### config.mk
export PLATFORM = sky130hd
export DESIGN_NAME = ysyx_22041211_mem_arb
export DESIGN_NICKNAME = d
export VERILOG_FILES = /design/src/rtl/ysyx_22041211_mem_arb_pkg.sv /design/src/rtl/ysyx_22041211_mem_arb_load_ext.sv /design/src/rtl/ysyx_22041211_mem_arb.sv
export SDC_FILE = /design/constraint.sdc
export NUM_CORES = 1
export LEC_CHECK = 0
export ABC_CLOCK_PERIOD_IN_PS = 1700
export CAP_MARGIN = 5
export CORE_MARGIN = 2
export CORE_UTILIZATION = 25
export DETAILED_ROUTE_END_ITERATION = 10
export GPL_TIMING_DRIVEN = 0
export PLACE_DENSITY = 0.52
export SLEW_MARGIN = 40
export SYNTH_ARGS = -nofsm -noshare
export SYNTH_HDL_FRONTEND = slang
export SYNTH_HIERARCHICAL = 1
export SYNTH_SLANG_ARGS = --single-unit
export TNS_END_PERCENT = 20
### constraint.sdc
create_clock -name clk -period 1.7 [get_ports clk]
set_input_delay 0.255 -clock clk [delete_from_list [all_inputs] [get_ports clk]]
set_output_delay 0.255 -clock clk [all_outputs]
set_load 0.01 [all_outputs]
### src/rtl/ysyx_22041211_mem_arb_pkg.sv
// Shared definitions for the IFU/LSU memory arbiter: load-type codes,
// access masks, FSM state encoding, owner IDs and the load mask helper.
package ysyx_22041211_mem_arb_pkg;

  localparam int unsigned DATA_LEN = 32;

  // Load-type codes follow the RISC-V funct3 encoding
  localparam logic [2:0] LOAD_LB  = 3'b000;
  localparam logic [2:0] LOAD_LH  = 3'b001;
  localparam logic [2:0] LOAD_LW  = 3'b010;
  localparam logic [2:0] LOAD_LBU = 3'b100;
  localparam logic [2:0] LOAD_LHU = 3'b101;

  localparam logic [7:0] LOAD_MASK_8  = 8'h01;
  localparam logic [7:0] LOAD_MASK_16 = 8'h03;
  localparam logic [7:0] LOAD_MASK_32 = 8'h0F;

  typedef enum logic [1:0] {
    ST_IDLE = 2'd0,
    ST_REQ  = 2'd1,
    ST_WAIT = 2'd2,
    ST_RESP = 2'd3
  } state_t;

  typedef enum logic {
    OWNER_IFU = 1'b0,
    OWNER_LSU = 1'b1
  } owner_t;

  function automatic logic [7:0] load_mask(input logic [2:0] load_type);
    case (load_type)
      LOAD_LB, LOAD_LBU: load_mask = LOAD_MASK_8;
      LOAD_LH, LOAD_LHU: load_mask = LOAD_MASK_16;
      default:           load_mask = LOAD_MASK_32;
    endcase
  endfunction

endpackage

### src/rtl/ysyx_22041211_mem_arb_load_ext.sv
// Load data extension: sign/zero-extends the low byte/halfword of the raw
// memory word according to the load type; LW (and unknown codes) pass through.
// Ports: raw (memory word), load_type (LOAD_* code), ext (extended word).
module ysyx_22041211_load_ext
  import ysyx_22041211_mem_arb_pkg::*;
(
  input  logic [DATA_LEN-1:0] raw,
  input  logic [2:0]          load_type,
  output logic [DATA_LEN-1:0] ext
);

  always_comb begin
    ext = raw;
    case (load_type)
      LOAD_LB:  ext = {{(DATA_LEN-8){raw[7]}}, raw[7:0]};
      LOAD_LBU: ext = {{(DATA_LEN-8){1'b0}}, raw[7:0]};
      LOAD_LH:  ext = {{(DATA_LEN-16){raw[15]}}, raw[15:0]};
      LOAD_LHU: ext = {{(DATA_LEN-16){1'b0}}, raw[15:0]};
      default:  ext = raw;
    endcase
  end

endmodule

### src/rtl/ysyx_22041211_mem_arb.sv
// Two-requester memory arbiter: IFU and LSU share one memory port, with one
// transaction outstanding at a time (IDLE -> REQ -> WAIT -> RESP).
// Ports:
//   clk, rst_n                         clock, async active-low reset
//   ifu_req_valid/ready, ifu_addr      fetch request handshake
//   ifu_resp_valid, ifu_rdata          fetch completion pulse / word
//   lsu_req_valid/ready, lsu_wen, lsu_addr, lsu_wdata, lsu_wmask,
//   lsu_load_type                      load/store request
//   lsu_resp_valid, lsu_rdata          completion pulse / extended load data
//   mem_req_valid/ready, mem_wen, mem_addr, mem_wdata, mem_mask
//                                      memory request (fields latched)
//   mem_resp_valid, mem_rdata          memory response
// Configuration: define YSYX_22041211_ARB_RR_EN for round-robin arbitration;
// default is fixed LSU priority.
module ysyx_22041211_mem_arb
  import ysyx_22041211_mem_arb_pkg::*;
(
  input  logic                clk,
  input  logic                rst_n,
  input  logic                ifu_req_valid,
  output logic                ifu_req_ready,
  input  logic [DATA_LEN-1:0] ifu_addr,
  output logic                ifu_resp_valid,
  output logic [DATA_LEN-1:0] ifu_rdata,
  input  logic                lsu_req_valid,
  output logic                lsu_req_ready,
  input  logic                lsu_wen,
  input  logic [DATA_LEN-1:0] lsu_addr,
  input  logic [DATA_LEN-1:0] lsu_wdata,
  input  logic [7:0]          lsu_wmask,
  input  logic [2:0]          lsu_load_type,
  output logic                lsu_resp_valid,
  output logic [DATA_LEN-1:0] lsu_rdata,
  output logic                mem_req_valid,
  input  logic                mem_req_ready,
  output logic                mem_wen,
  output logic [DATA_LEN-1:0] mem_addr,
  output logic [DATA_LEN-1:0] mem_wdata,
  output logic [7:0]          mem_mask,
  input  logic                mem_resp_valid,
  input  logic [DATA_LEN-1:0] mem_rdata
);

  state_t              state;
  owner_t              owner;
  logic [2:0]          load_type_q;
  logic [DATA_LEN-1:0] ext_data;
  logic                lsu_first;
  logic                grant_lsu;
  logic                grant_ifu;
  logic                idle;

`ifdef YSYX_22041211_ARB_RR_EN
  owner_t              last_grant;
`endif

  ysyx_22041211_load_ext u_load_ext (
    .raw       (mem_rdata),
    .load_type (load_type_q),
    .ext       (ext_data)
  );

  // Grants are combinational so ready rises in the same cycle as valid;
  // gated by rst_n so both readies read 0 while reset is held.
  always_comb begin
`ifdef YSYX_22041211_ARB_RR_EN
    lsu_first = (last_grant == OWNER_IFU);
`else
    lsu_first = 1'b1;
`endif
    idle      = rst_n && (state == ST_IDLE);
    grant_lsu = idle && lsu_req_valid && (!ifu_req_valid || lsu_first);
    grant_ifu = idle && ifu_req_valid && !grant_lsu;
  end

  assign lsu_req_ready = grant_lsu;
  assign ifu_req_ready = grant_ifu;

  always_ff @(posedge clk or negedge rst_n) begin
    if (!rst_n) begin
      state          <= ST_IDLE;
      owner          <= OWNER_IFU;
      load_type_q    <= LOAD_LW;
      mem_req_valid  <= 1'b0;
      mem_wen        <= 1'b0;
      mem_addr       <= '0;
      mem_wdata      <= '0;
      mem_mask       <= '0;
      ifu_resp_valid <= 1'b0;
      ifu_rdata      <= '0;
      lsu_resp_valid <= 1'b0;
      lsu_rdata      <= '0;
`ifdef YSYX_22041211_ARB_RR_EN
      last_grant     <= OWNER_IFU;
`endif
    end else begin
      case (state)
        ST_IDLE: begin
          if (grant_lsu) begin
            owner         <= OWNER_LSU;
            mem_wen       <= lsu_wen;
            mem_addr      <= lsu_addr;
            mem_wdata     <= lsu_wdata;
            mem_mask      <= lsu_wen ? lsu_wmask : load_mask(lsu_load_type);
            load_type_q   <= lsu_load_type;
            mem_req_valid <= 1'b1;
            state         <= ST_REQ;
`ifdef YSYX_22041211_ARB_RR_EN
            last_grant    <= OWNER_LSU;
`endif
          end else if (grant_ifu) begin
            owner         <= OWNER_IFU;
            mem_wen       <= 1'b0;
            mem_addr      <= ifu_addr;
            mem_wdata     <= '0;
            mem_mask      <= LOAD_MASK_32;
            load_type_q   <= LOAD_LW;
            mem_req_valid <= 1'b1;
            state         <= ST_REQ;
`ifdef YSYX_22041211_ARB_RR_EN
            last_grant    <= OWNER_IFU;
`endif
          end
        end
        ST_REQ: begin
          if (mem_req_ready) begin
            mem_req_valid <= 1'b0;
            state         <= ST_WAIT;
          end
        end
        ST_WAIT: begin
          if (mem_resp_valid) begin
            if (owner == OWNER_LSU) begin
              lsu_resp_valid <= 1'b1;
              lsu_rdata      <= mem_wen ? '0 : ext_data;
            end else begin
              ifu_resp_valid <= 1'b1;
              ifu_rdata      <= mem_rdata;
            end
            state <= ST_RESP;
          end
        end
        ST_RESP: begin
          ifu_resp_valid <= 1'b0;
          lsu_resp_valid <= 1'b0;
          state          <= ST_IDLE;
        end
        default: state <= ST_IDLE;
      endcase
    end
  end

endmodule
==> out/results.ini <==
[status]
outcome=completed

[floorplan]
initial_utilization_pct=25.6
ios=288
die_w_microns=162
coreArea_sq_mm=0.0245
rows=57
die_h_microns=162
die_area_sq_mm=0.0263

[worst_setup_path]
cp-endpoint=lsu_req_ready
r2r_slack_ns=0.02
reg2reg_depth=6
startpoint=state[1]$_DFFE_PN0P_
r2r_end=ifu_rdata[19]$_DFFE_PN0P_
cp_max_fo=4
cp_slowest_stage_delay_ns=0.39
cp.depth=6
start_kind=flop
slowest_stage=dfrtp_1
path_buf_inv=4
end_kind=primary output
crit_type=flop to primary output
crit_chain=inv_2 > ha_4 > nand3_4 > inv_8 > buf_8 > buf_6
critPathTopFamily=flip-flops
cp_data_arrival_time_ns=1.43
reg2reg_from=state[1]$_DFFE_PN0P_
required_ns=1.44

[global_route]
grt_pass1_vias=5751
grt_pass1_wl_mm=33.4
grt-ovfl-total=0
grt_max_degree=34
grt_usage_pct=16.5
antenna_found_initial=0

[logic_synthesis]
synth.distinct_cells=36
yosysTopAreaCell=dfrtp_1
synthSimpleGateAreaFrac_pct=12.7
synth_fp_nets=742
netlist_top_cells_area=dfrtp_1 (58%), nand2_1 (5.8%), mux2_1 (5.6%)
synth-seq-cells=146
post-synth-top-area-fraction_pct=58.0
netlist_area_sq_mm=0.00626
ys_warn_count=6
synth_compound_area_share_pct=17.0
synth_mux_area_share_pct=6.32
synthAdderAreaFrac_pct=0.800
synthCells=592
synth_xor_area_share_pct=0
yosysSeqAreaShare_pct=58.4
synth_top_family_by_area=compound AO/OA/AOI/OAI gates
syn_avg_cell_area_sq_um=10.6

[timing]
tns_ns=0
drv_slew=0
finalHoldViolCount=0
max_freq_mhz=593
finalCritPeriodShare_pct=99.2
worst_slack_ns=0.0136
period_needed_ns=1.69
skew_ns=0.0103
setup_viol=0
rsz0062_at_grt=yes
worst_pin_slew_ns=0.673
relSlewSlack_pct=55.1

[place]
placed_cell_area_sq_mm=0.00959
io_buffer_count=286
gp_routability_congestion=0.770
pre_cts_ws_ns=-1.15
hpwl_mm=15.6
dp_cells=1204

[flow_run]
maxCapViolations=0

[clocking]
htreeDepth=4
clk_pin_slew_ns=0.07
cts.root.buffer_cell=clkbuf_16
clkLatencyLatePin_ns=0.41
cts_tree=built
clk_path_buf_depth=2
cts_buffers=17
cts_sinks=146

[detailed_routing]
num_vias=5676
detail-route-antenna-nets=0
wl_per_cell_microns=17.5
first_iter_violations=270
drt_pass1_iterations=6
routed_via_density=4.50
drt_wl_total_mm=22.0
drc_errors=0

[final_layout]
synthToLayoutAreaGrowth_pct=70.8
ff_latch_area_sq_mm=0.00365
fin_area_sq_mm=0.0107
drive_gt1_share_pct=14.6
fillers=2410
final_net_count=1073
antenna_cells=0
multi_input_comb_area_sq_mm=0.00242
finalNonFillerCells=1260

[worst_hold_path]
hold_path.class=input port to async pin

[power_and_ir_drop]
leakagePower_nw=4.78
p_per_area_mw_per_mm2=1690
irDropWorstVdd_v=0.000686

report_power, final:
group	internal, mW	total [mW]	switching (mW)
clock	2.06	3.63	1.57
combinational	4.89	8.49	3.60
sequential	5.08	5.99	0.907
kinds of logic (layout without fill, tap and decap cells):
| family | count (synthesis) | after routing |
|---|---|---|
| fa+ha+maj | 4 | 4 |
| mux | 35 | 35 |
| flops | 146 | 146 |
| compound gates | 175 | 175 |
| simple gates | 175 | 175 |
| buf+inv | 57 | 401 |
flip-flops by register name (all words and copies together), names as in the netlist:
| register | flops |
|---|---|
| lsu_resp_valid | 1 |
| owner | 1 |
| load_type_q | 3 |
| lsu_rdata | 32 |
| ifu_rdata | 32 |
| mem_wdata | 32 |
| ifu_resp_valid | 1 |
| state | 2 |
| mem_req_valid | 1 |
| mem_mask | 8 |
| mem_addr | 32 |
| mem_wen | 1 |
worst min-delay path by stage:
stage / start / endpoint / cells after the start
after floorplan: rst_n / ifu_rdata[0]$_DFFE_PN0P_ / 0
after global placement: lsu_rdata[14]$_DFFE_PN0P_ / lsu_rdata[14]$_DFFE_PN0P_ / 2
after detailed placement: rst_n / mem_wdata[21]$_DFFE_PN0P_ / 1
after CTS: rst_n / load_type_q[1]$_DFFE_PN1P_ / 4
after global routing: rst_n / load_type_q[1]$_DFFE_PN1P_ / 4
final: rst_n / load_type_q[1]$_DFFE_PN1P_ / 4
worst reg2reg max path, stage by stage (launching register included):
cell       delay [ns]
dfrtp_1          0.39
buf_4            0.14
ha_1             0.18
buf_6            0.14
nand3b_4         0.20
clkbuf_16        0.20
mux2_1           0.31
synthesized netlist by cell type (all sizes together):
cell type / number
or4b: 1
o32a: 1
nor2: 37
nand2b: 32
nor2b: 3
ha: 4
o211ai: 2
a32o: 4
mux2i: 2
a221oi: 1
dfstp: 1
nand2: 96
buf: 33
a21oi: 69
dfrtp: 145
a31oi: 2
nand3: 4
nand3b: 1
o22a: 2
inv: 5
clkbuf: 19
or2: 1
o211a: 1
mux2: 33
o21ai: 59
a22o: 34
per-stage QoR:
stage	hold slack (ns)	utilization [%]	total power, mW
floorplan	-0.0406	-	9.39
global placement	0.461	38.9	13.9
detailed placement	0.119	39.2	13.9
CTS	0.113	43.0	17.9
global route	0.114	43.7	19.3
finish	0.124	43.7	18.1
layout by cell type, fill, tap and decap left out, types with 3 or more instances in the layout:
master / netlist / routed
clkdlybuf4s50_1: 0 / 282
dfrtp_1: 145 / 145
nand2_1: 96 / 96
a21oi_1: 69 / 68
o21ai_0: 38 / 37
nor2_1: 37 / 36
a22o_1: 34 / 34
nand2b_1: 32 / 32
buf_4: 12 / 24
o21ai_1: 21 / 22
mux2_4: 0 / 18
clkbuf_16: 0 / 18
mux2_1: 31 / 13
buf_2: 19 / 11
clkbuf_2: 1 / 11
clkbuf_1: 18 / 8
buf_12: 0 / 8
buf_6: 2 / 6
dlygate4sd3_1: 0 / 5
clkbuf_4: 0 / 4
a32o_1: 4 / 4
clkinv_4: 0 / 3
clkinv_2: 0 / 3
final cells by class:
class | count | share of cell area, %
timing repair buffer | 313 | 30.4
sequential | 146 | 34.2
inverter | 5 | 0.246
tap | 324 | 3.79
clock inverter | 11 | 0.972
multi-input combinational | 389 | 22.7
buffer | 51 | 3.54
clock buffer | 21 | 4.21
per-layer routing:
layer  GRT usage, %  wire length [microns]  vias up
li1               -                      -     2696
met1           21.0                   9860     2771
met2           27.1                  10400      195
met3           5.52                   1560       14
met4           3.74                    210        0
met5              0                      0        -
timing repair:
action | in CTS | in global routing
hold buffers | 11 | 0
gates resized for setup | 46 | 44
setup buffers | 8 | 3
setup endpoints to repair | 140 | 135
endpoints found under the hold margin | 54 | 0
cloned | 2 | 1
pin swaps | 1 | 3
No activity file was read; power rests on OpenSTA's default activity.
